`config.mk`:
```
export PLATFORM = sky130hd
export DESIGN_NAME = lsu_ctrl
export DESIGN_NICKNAME = d
export VERILOG_FILES = /design/src/rtl/lsu_ctrl_pkg.sv /design/src/rtl/STORE_Decoder.sv /design/src/rtl/lsu_load_align.sv /design/src/rtl/lsu_ctrl.sv
export SDC_FILE = /design/constraint.sdc
export NUM_CORES = 1
export LEC_CHECK = 0
export ABC_AREA = 1
export BUFFER_PORTS_ARGS = -buffer_cell sky130_fd_sc_hd__buf_2
export CAP_MARGIN = 20
export CORE_UTILIZATION = 52
export CTS_CLUSTER_DIAMETER = 80
export DETAILED_ROUTE_END_ITERATION = 8
export GPL_ROUTABILITY_DRIVEN = 0
export PLACE_DENSITY_LB_ADDON = 0.25
export SYNTH_ARGS = -nofsm -noshare
export SYNTH_HDL_FRONTEND = slang
export SYNTH_SLANG_ARGS = --single-unit
```
`constraint.sdc`:
```
create_clock -name clk -period 5.35 [get_ports clk]
set_clock_uncertainty 0.05 [all_clocks]
set_input_delay 0.535 -clock clk [delete_from_list [all_inputs] [get_ports clk]]
set_output_delay 0.535 -clock clk [all_outputs]
set_load 0.02 [all_outputs]
```
`src/rtl/lsu_ctrl_pkg.sv`:
```
// rtl/lsu_ctrl_pkg.sv - shared funct3 constants, state type and legality check for lsu_ctrl
package lsu_ctrl_pkg;

    localparam logic [2:0] FUNCT3_LB  = 3'b000;
    localparam logic [2:0] FUNCT3_LH  = 3'b001;
    localparam logic [2:0] FUNCT3_LW  = 3'b010;
    localparam logic [2:0] FUNCT3_LBU = 3'b100;
    localparam logic [2:0] FUNCT3_LHU = 3'b101;
    localparam logic [2:0] FUNCT3_SB  = 3'b000;
    localparam logic [2:0] FUNCT3_SH  = 3'b001;
    localparam logic [2:0] FUNCT3_SW  = 3'b010;

    typedef enum logic [1:0] {
        IDLE = 2'd0,
        REQ  = 2'd1,
        WAIT = 2'd2,
        DONE = 2'd3
    } lsu_state_t;

    // Legal funct3 for the direction, and naturally aligned for its size.
    function automatic logic lsu_access_ok(input logic is_store, input logic [2:0] funct3,
                                           input logic [1:0] addr_lo);
        logic ok;
        case (funct3)
            FUNCT3_LB:  ok = 1'b1;
            FUNCT3_LBU: ok = !is_store;
            FUNCT3_LH:  ok = !addr_lo[0];
            FUNCT3_LHU: ok = !is_store && !addr_lo[0];
            FUNCT3_LW:  ok = (addr_lo == 2'b00);
            default:    ok = 1'b0;
        endcase
        return ok;
    endfunction

endpackage

```
`src/rtl/STORE_Decoder.sv`:
```
// rtl/STORE_Decoder.sv - store byte-lane mask and data formatting
module STORE_Decoder
    import lsu_ctrl_pkg::*;
(
    input  logic [2:0]  funct3,
    input  logic [1:0]  off,
    input  logic [31:0] src,
    output logic [7:0]  mask,
    output logic [31:0] data
);
    logic [3:0] lane_mask;

    always_comb begin
        lane_mask = 4'h0;
        data      = 32'h0;
        case (funct3)
            FUNCT3_SB: begin
                lane_mask = 4'b0001 << off;
                data      = src << {off, 3'b000};
            end
            FUNCT3_SH: begin
                lane_mask = 4'b0011 << off;
                data      = src << {off, 3'b000};
            end
            FUNCT3_SW: begin
                lane_mask = 4'b1111;
                data      = src;
            end
            default: begin
                lane_mask = 4'h0;
                data      = 32'h0;
            end
        endcase
    end

    assign mask = {4'h0, lane_mask};

endmodule

```
`src/rtl/lsu_load_align.sv`:
```
// rtl/lsu_load_align.sv - load byte selection and sign/zero extension
module lsu_load_align
    import lsu_ctrl_pkg::*;
(
    input  logic [31:0] rdata,
    input  logic [1:0]  off,
    input  logic [2:0]  funct3,
    output logic [31:0] data
);
    logic [31:0] shifted;

    assign shifted = rdata >> {off, 3'b000};

    always_comb begin
        case (funct3)
            FUNCT3_LB:  data = {{24{shifted[7]}}, shifted[7:0]};
            FUNCT3_LH:  data = {{16{shifted[15]}}, shifted[15:0]};
            FUNCT3_LBU: data = {24'h0, shifted[7:0]};
            FUNCT3_LHU: data = {16'h0, shifted[15:0]};
            default:    data = shifted;
        endcase
    end

endmodule

```
`src/rtl/lsu_ctrl.sv`:
```
// rtl/lsu_ctrl.sv - load/store unit controller between the EXU and the data-memory bus
module lsu_ctrl
    import lsu_ctrl_pkg::*;
#(
    parameter int unsigned TIMEOUT_CYCLES = 255
) (
    input  logic        clk,
    input  logic        rst,
    input  logic        in_valid,
    output logic        in_ready,
    input  logic        in_is_store,
    input  logic [2:0]  in_funct3,
    input  logic [31:0] in_addr,
    input  logic [31:0] in_wdata,
    output logic        mem_req_valid,
    input  logic        mem_req_ready,
    output logic [31:0] mem_addr,
    output logic        mem_wen,
    output logic [7:0]  mem_wmask,
    output logic [31:0] mem_wdata,
    input  logic        mem_resp_valid,
    input  logic [31:0] mem_rdata,
    input  logic        mem_resp_err,
    output logic        out_valid,
    input  logic        out_ready,
    output logic [31:0] out_rdata,
    output logic        out_err
);
    localparam logic [7:0] TIMEOUT_LAST = 8'(TIMEOUT_CYCLES - 1);

    lsu_state_t  state, state_next;
    logic [7:0]  cnt;
    logic        lat_store;
    logic [2:0]  lat_funct3;
    logic [1:0]  lat_off;
    logic [31:0] lat_wdata;
    logic        access_ok;
    logic        timeout_hit;
    logic [7:0]  dec_mask;
    logic [31:0] dec_data;
    logic [31:0] load_data;

    assign access_ok   = lsu_access_ok(in_is_store, in_funct3, in_addr[1:0]);
    assign timeout_hit = (cnt == TIMEOUT_LAST);

    STORE_Decoder u_store_dec (
        .funct3 (lat_funct3),
        .off    (lat_off),
        .src    (lat_wdata),
        .mask   (dec_mask),
        .data   (dec_data)
    );

    lsu_load_align u_load_align (
        .rdata  (mem_rdata),
        .off    (lat_off),
        .funct3 (lat_funct3),
        .data   (load_data)
    );

    always_ff @(posedge clk or posedge rst) begin
        if (rst) state <= IDLE;
        else     state <= state_next;
    end

    always_comb begin
        state_next = state;
        case (state)
            IDLE:    if (in_valid) state_next = access_ok ? REQ : DONE;
            REQ:     if (mem_req_ready) state_next = WAIT;
            WAIT:    if (mem_resp_valid || timeout_hit) state_next = DONE;
            DONE:    if (out_ready) state_next = IDLE;
            default: state_next = IDLE;
        endcase
    end

    // Lane fields are decoded from latched registers, so nothing from in_* reaches the bus.
    always_comb begin
        in_ready      = (state == IDLE) && !rst;
        mem_req_valid = (state == REQ);
        out_valid     = (state == DONE);
        mem_wmask     = lat_store ? dec_mask : 8'h00;
        mem_wdata     = lat_store ? dec_data : 32'h0;
    end

    always_ff @(posedge clk or posedge rst) begin
        if (rst) begin
            mem_addr   <= 32'h0;
            mem_wen    <= 1'b0;
            lat_store  <= 1'b0;
            lat_funct3 <= 3'b000;
            lat_off    <= 2'b00;
            lat_wdata  <= 32'h0;
            cnt        <= 8'h0;
            out_rdata  <= 32'h0;
            out_err    <= 1'b0;
        end else begin
            case (state)
                IDLE: if (in_valid) begin
                    mem_addr   <= {in_addr[31:2], 2'b00};
                    mem_wen    <= in_is_store;
                    lat_store  <= in_is_store;
                    lat_funct3 <= in_funct3;
                    lat_off    <= in_addr[1:0];
                    lat_wdata  <= in_wdata;
                    out_rdata  <= 32'h0;
                    out_err    <= !access_ok;
                end
                REQ: if (mem_req_ready) cnt <= 8'h0;
                WAIT: begin
                    cnt <= cnt + 8'h1;
                    // A response arriving on the timeout cycle still wins.
                    if (mem_resp_valid) begin
                        out_rdata <= lat_store ? 32'h0 : load_data;
                        out_err   <= mem_resp_err;
                    end else if (timeout_hit) begin
                        out_rdata <= 32'h0;
                        out_err   <= 1'b1;
                    end
                end
                default: ;
            endcase
        end
    end

endmodule

```
* Yosys cells after proc, flatten, opt, wreduce, memory -nomap -nowiden
Index checks and enable logic that the tools add are counted.
Operators by class: $add $sub $neg 1, multiply operators 0, div/mod/pow operators 0, order comparisons 0, equality and inequality tests 17, shifts and indexed selects 4, mux-type cells 23, bitwise operators 0, reduce and logical (&&, ||, !) cells 18
Operator list (number):
- $mux 32 | 5
- $pmux 32 s2 | 2
- $pmux 32 s4 | 1
- $shl 32x5->32 | 1
- $shr 32x5->32 | 1
- $pmux 8 s2 | 1
- $eq 3x3->1 const B | 4
- $pmux 4 s3 | 1
- $mux 2 | 5
- $add 8x1->8 const B | 1
- $eq 8x8->1 const B | 1
- $mux 8 | 1
- $pmux 2 s4 | 1
- $eq 3x1->1 const B | 2
- $eq 3x2->1 const B | 2
- $logic_not 3->1 | 2
- $pmux 1 s5 | 1
- $eq 2x2->1 const B | 2
- $logic_not 1->1 | 4
- $logic_not 2->1 | 2
- $mux 4 | 1
- $ne 2x1->1 const B | 2
- $ne 2x2->1 const B | 2
- $reduce_and 2->1 | 2
- 12 further kinds | 16
Word-level totals: bits in registers 111, bits in latches 0, bits in writable memories 0, ROM bits 0, input port bits 107, word-level logic and storage cells 72, memories 0

* Depth between registers and ports, before layout
depth in word-level cells 6, depth in mapped cells 11

* Modules after synthesis
A second synthesis with hierarchy kept.
Unflattened totals: cells, all modules 920, area, all modules 7229.4 um2
By module, submodules not included:
- lsu_ctrl | instances 1, cells an instance 492, area an instance 5063.6 um2, sequential area each 2777.7 um2
- STORE_Decoder | instances 1, cells an instance 270, area an instance 1244.9 um2, sequential area each 0.0 um2
- lsu_load_align | instances 1, cells an instance 158, area an instance 920.9 um2, sequential area each 0.0 um2

* Least setup slack after synthesis
OpenSTA, ideal clock, no wires.
path type register to output, from register lat_funct3[1], to output mem_wmask[1], arrival time 1534 ps, required time 4765 ps, setup slack 3231 ps, cell stages (with the launch flop) 8, path buffers 2, cell sequence dfrtp_1 > buf_2 > nor2_1 > inv_1 > nor2_1 > buf_2 > o21ai_1 > o21ai_0
On the way: longest elaborated chain between the ends 3
Ends and longest elaborated chain:
- start: declaration | line lsu_ctrl.sv:34 | logic [2:0] lat_funct3;
- start signal: assignment | line lsu_ctrl.sv:103 | lat_funct3 <= in_funct3;
- $eq 3x2->1 (tied with other cells) | line STORE_Decoder.sv:16 | case (funct3)
- $pmux 4 s3 (*) | line STORE_Decoder.sv:16
- $mux 4 (*) | line lsu_ctrl.sv:82 | mem_wmask = lat_store ? dec_mask : 8'h00;
- end: declaration | line lsu_ctrl.sv:19 | output logic [7:0] mem_wmask,
Every way passes the cells marked *; elsewhere a longest branch is shown, timed or not.

* Worst setup path after layout
from register lat_off[1], to output mem_wdata[25]
On the way: longest elaborated chain between the ends 3
Ends and longest elaborated chain:
- start: declaration | line lsu_ctrl.sv:35 | logic [1:0] lat_off;
- start signal: assignment | line lsu_ctrl.sv:104 | lat_off <= in_addr[1:0];
- $shl 32x5->32 | line STORE_Decoder.sv:19, STORE_Decoder.sv:23
- $pmux 32 s2 | line STORE_Decoder.sv:16
- $mux 32 | line lsu_ctrl.sv:83 | mem_wdata = lat_store ? dec_data : 32'h0;
- end: declaration | line lsu_ctrl.sv:20 | output logic [31:0] mem_wdata,
Every way passes these cells.

==> impl_metrics.xml <==
<?xml version="1.0" encoding="UTF-8"?>
<metrics>
  <group name="clock_tree">
    <metric name="clk_root_buffer_cell" unit="">clkbuf_16</metric>
    <metric name="clk_path_buf_depth" unit="">2</metric>
    <metric name="clkLatencyLatePin" unit="ns">0.35</metric>
    <metric name="tritoncts" unit="">yes</metric>
    <metric name="cts.htree.levels" unit="">3</metric>
    <metric name="cts_repair_resize_count" unit="">0</metric>
    <metric name="postCtsSetupRepairBufs" unit="">0</metric>
    <metric name="cts_made_buffers" unit="">9</metric>
    <metric name="cts.sinks" unit="">111</metric>
    <metric name="cts_hold_buffers" unit="">0</metric>
    <metric name="worst_setup_hold_path_clk_slew" unit="ns">0.07</metric>
  </group>
  <group name="worst_hold_path">
    <metric name="hold_path_class" unit="">in2async</metric>
  </group>
  <group name="critical_path">
    <metric name="worst_setup_path_start_kind" unit="">register</metric>
    <metric name="cp-end-kind" unit="">output port</metric>
    <metric name="reg2regPathDepth" unit="">7</metric>
    <metric name="worstReg2RegStart" unit="">state[0]</metric>
    <metric name="regToRegEndpoint" unit="">out_rdata[9]</metric>
    <metric name="critical_path_maximum_fanout" unit="">16</metric>
    <metric name="worst_ep_arrival_time" unit="ns">2.75</metric>
    <metric name="critPathRequiredTime" unit="ns">4.76</metric>
    <metric name="path_class" unit="">reg2out</metric>
    <metric name="setup.reg_to_reg.worst_slack" unit="ns">2.82</metric>
  </group>
  <group name="floorplan">
    <metric name="initial_utilization" unit="%">54.47</metric>
    <metric name="floorplan.io_pins" unit="">216</metric>
    <metric name="dieWidth" unit="um">109.7</metric>
    <metric name="core_region_area" unit="um2">11080</metric>
    <metric name="placementRows" unit="">38</metric>
    <metric name="floorplan.die.height" unit="um">109.7</metric>
    <metric name="dieArea" unit="um2">12040</metric>
  </group>
  <group name="layout">
    <metric name="multi_input_comb_area" unit="um2">2756</metric>
    <metric name="area_delta_synth_final" unit="%">22.21</metric>
    <metric name="layout.cells.most_common_list" unit="">nand2_1, buf_2, dfrtp_1</metric>
    <metric name="mostFrequentLayoutCell" unit="">nand2_1</metric>
    <metric name="ratio_of_cells_with_drive_above_1_in_the_final_layout" unit="%">32.00</metric>
    <metric name="final-seq-area" unit="um2">2778</metric>
    <metric name="final_core_util" unit="%">66.57</metric>
    <metric name="antennaDiodeCount" unit="">0</metric>
    <metric name="num-nets-final" unit="">1059</metric>
    <metric name="num-fill-cells" unit="">964</metric>
  </group>
  <group name="route">
    <metric name="dr.first_iter.drc_count" unit="">396</metric>
    <metric name="route.final.wire_length" unit="um">16110</metric>
    <metric name="vias" unit="">5694</metric>
    <metric name="drc_errors_left" unit="">0</metric>
    <metric name="via_cell_ratio" unit="">5.224</metric>
    <metric name="wire_per_inst" unit="um">14.78</metric>
    <metric name="route.antenna.remaining_nets" unit="">0</metric>
    <metric name="drt_first_pass_iters" unit="">5</metric>
  </group>
  <group name="synthesis">
    <metric name="syn_avg_cell_area" unit="um2">7.940</metric>
    <metric name="synth_edf_count" unit="">0</metric>
    <metric name="post_synthesis_compound_gate_area_fraction" unit="%">9.040</metric>
    <metric name="post_synth_and_or_nand_nor_area_fraction" unit="%">26.37</metric>
    <metric name="synth_cells" unit="">760</metric>
    <metric name="synthAdderAreaFrac" unit="%">1.451</metric>
    <metric name="synth_area" unit="um2">6035</metric>
    <metric name="synth_seq_area_share" unit="%">46.03</metric>
    <metric name="synth_cell_type_count" unit="">33</metric>
    <metric name="yosys_warnings" unit="">0</metric>
    <metric name="ys_dominant_reg_cell" unit="">dfrtp_1</metric>
    <metric name="synth_top_family_by_area" unit="">simple AND/OR/NAND/NOR gates</metric>
    <metric name="ys_seq_elements" unit="">111</metric>
    <metric name="synth-async-reset-ratio" unit="%">100.0</metric>
    <metric name="muxShareOfSynthArea" unit="%">8.024</metric>
    <metric name="post_synth_xor_area_fraction" unit="%">0.2903</metric>
  </group>
  <group name="timing">
    <metric name="setup_violations_final" unit="">0</metric>
    <metric name="fmax" unit="GHz">0.3003</metric>
    <metric name="total_negative_slack" unit="ns">0</metric>
    <metric name="slew_violations" unit="">0</metric>
    <metric name="grt_setup_unrepaired" unit="">false</metric>
    <metric name="min_period_over_period" unit="%">62.25</metric>
    <metric name="hold_viol" unit="">0</metric>
    <metric name="final_critical_path_time_including_i_o_delays_and_setup" unit="ns">3.330</metric>
    <metric name="worst_pin_slew" unit="ns">1.019</metric>
    <metric name="max_slew_margin" unit="%">32.04</metric>
    <metric name="fin_worst_hold_slack" unit="ns">0.2593</metric>
  </group>
  <group name="run">
    <metric name="cap_violations" unit="">0</metric>
  </group>
  <group name="global_route">
    <metric name="grt_start_max_net_pins" unit="">94</metric>
    <metric name="globalRouteOverflowTotal" unit="">0</metric>
    <metric name="number_of_antenna_violations_at_the_first_check_in_global_routing" unit="">0</metric>
    <metric name="grt.total_usage" unit="%">27.17</metric>
    <metric name="number_of_global_route_vias_before_repair" unit="">5202</metric>
    <metric name="wire_length_of_the_first_global_routing_pass" unit="um">24930</metric>
  </group>
  <group name="pwr">
    <metric name="power_density" unit="nW/um2">623.8</metric>
    <metric name="leakagePower" unit="nW">4.125</metric>
    <metric name="report.power.total" unit="mW">4.601</metric>
    <metric name="irDropWorstVdd" unit="V">0.0004694</metric>
  </group>
  <group name="run_status">
    <metric name="outcome" unit="">completed</metric>
  </group>
  <group name="place">
    <metric name="post_dp_hpwl" unit="um">11900</metric>
    <metric name="buffer_ports.inserted" unit="">209</metric>
  </group>
</metrics>
## critical path, cell delays in order, from the launching register on
cell	delay, ns
dfrtp_1	0.64
nor2_4	0.43
inv_2	0.13
o21ai_1	0.15
nand2_1	0.32
inv_2	0.34
nand2_1	0.08
o21ai_1	0.10
buf_2	0.19
## kinds of logic (layout without fill, tap and decap cells)
| group | Yosys count | after routing |
|---|---|---|
| simple gates | 380 | 380 |
| fa+ha+maj | 7 | 7 |
| buf+inv | 116 | 301 |
| other cells | 1 | 6 |
| xor+xnor | 2 | 2 |
| compound gates | 100 | 100 |
| flops | 111 | 111 |
| mux | 43 | 43 |
## cell type report
class                           instances  area share (%)
Sequential cell                       111           37.67
Multi-Input combinational cell        538           37.38
Timing Repair Buffer                  211           14.49
Inverter                               74           3.800
Clock buffer                            9           3.054
Tap cell                              140           2.375
Clock inverter                          7           1.239
## stage by stage
| step | instance area (um2) | cells | worst slack [ns] |
|---|---|---|---|
| after floorplan | 6053 | 765 | 1.834 |
| final | 7375 | 1090 | 2.020 |
| after global placement | 7043 | 1073 | 2.259 |
| after global routing | 7375 | 1090 | 1.818 |
| after detailed placement | 7043 | 1073 | 2.177 |
| after CTS | 7360 | 1089 | 1.777 |
## per-layer routing
metal / GRT usage, % / vias up / wire (um)
met5: 0 / - / 0
met4: 10.29 / 0 / 422
met3: 5.394 / 38 / 1377
met2: 45.69 / 304 / 7719
met1: 34.62 / 2582 / 6595
li1: - / 2770 / -
## state kept, by name, indices dropped and copies added, names as in the netlist
name        count
lat_off         2
lat_store       1
lat_wdata      32
cnt             8
mem_addr       30
out_err         1
lat_funct3      3
out_rdata      32
state           2
## cell usage after synthesis (2+ instances only)
| cell | instances | area, um2 |
|---|---|---|
| a21oi_1 | 29 | 145.1 |
| o21ai_0 | 20 | 100.1 |
| buf_4 | 14 | 105.1 |
| dfrtp_1 | 111 | 2778 |
| nor2_1 | 67 | 251.5 |
| nand2_1 | 247 | 927.1 |
| nor2_4 | 4 | 45.04 |
| clkbuf_1 | 12 | 45.04 |
| o22ai_1 | 16 | 100.1 |
| buf_6 | 2 | 22.52 |
| o21ai_1 | 25 | 125.1 |
| nand2_2 | 15 | 93.84 |
| buf_2 | 10 | 50.05 |
| a22oi_1 | 8 | 60.06 |
| ha_1 | 7 | 87.58 |
| inv_1 | 65 | 244.0 |
| mux2_2 | 43 | 484.2 |
| nand4_1 | 4 | 25.02 |
| buf_1 | 3 | 11.26 |
| nand3_1 | 37 | 185.2 |
| inv_2 | 9 | 33.78 |
## worst max-delay path by stage
| stage | slack, ns | from | to | cells after the start |
|---|---|---|---|---|
| 6_report | 2.02 | lat_off[1] | mem_wdata[25] | 8 |
| 3_3_place_gp | 2.26 | lat_off[0] | mem_wdata[18] | 7 |
| 4_1_cts | 1.78 | lat_off[0] | mem_wdata[18] | 7 |
| 2_1_floorplan | 1.83 | rst | cnt[0] | 1 |
| 5_1_grt | 1.82 | lat_off[1] | mem_wdata[26] | 8 |
| 3_5_place_dp | 2.18 | lat_off[0] | mem_wdata[18] | 7 |
## power breakdown
part	total, mW	internal [mW]	switching, mW
combinational	2.52	0.830	1.69
sequential	1.37	1.15	0.224
clock	0.705	0.375	0.330
No activity file was read; power rests on OpenSTA's default activity.
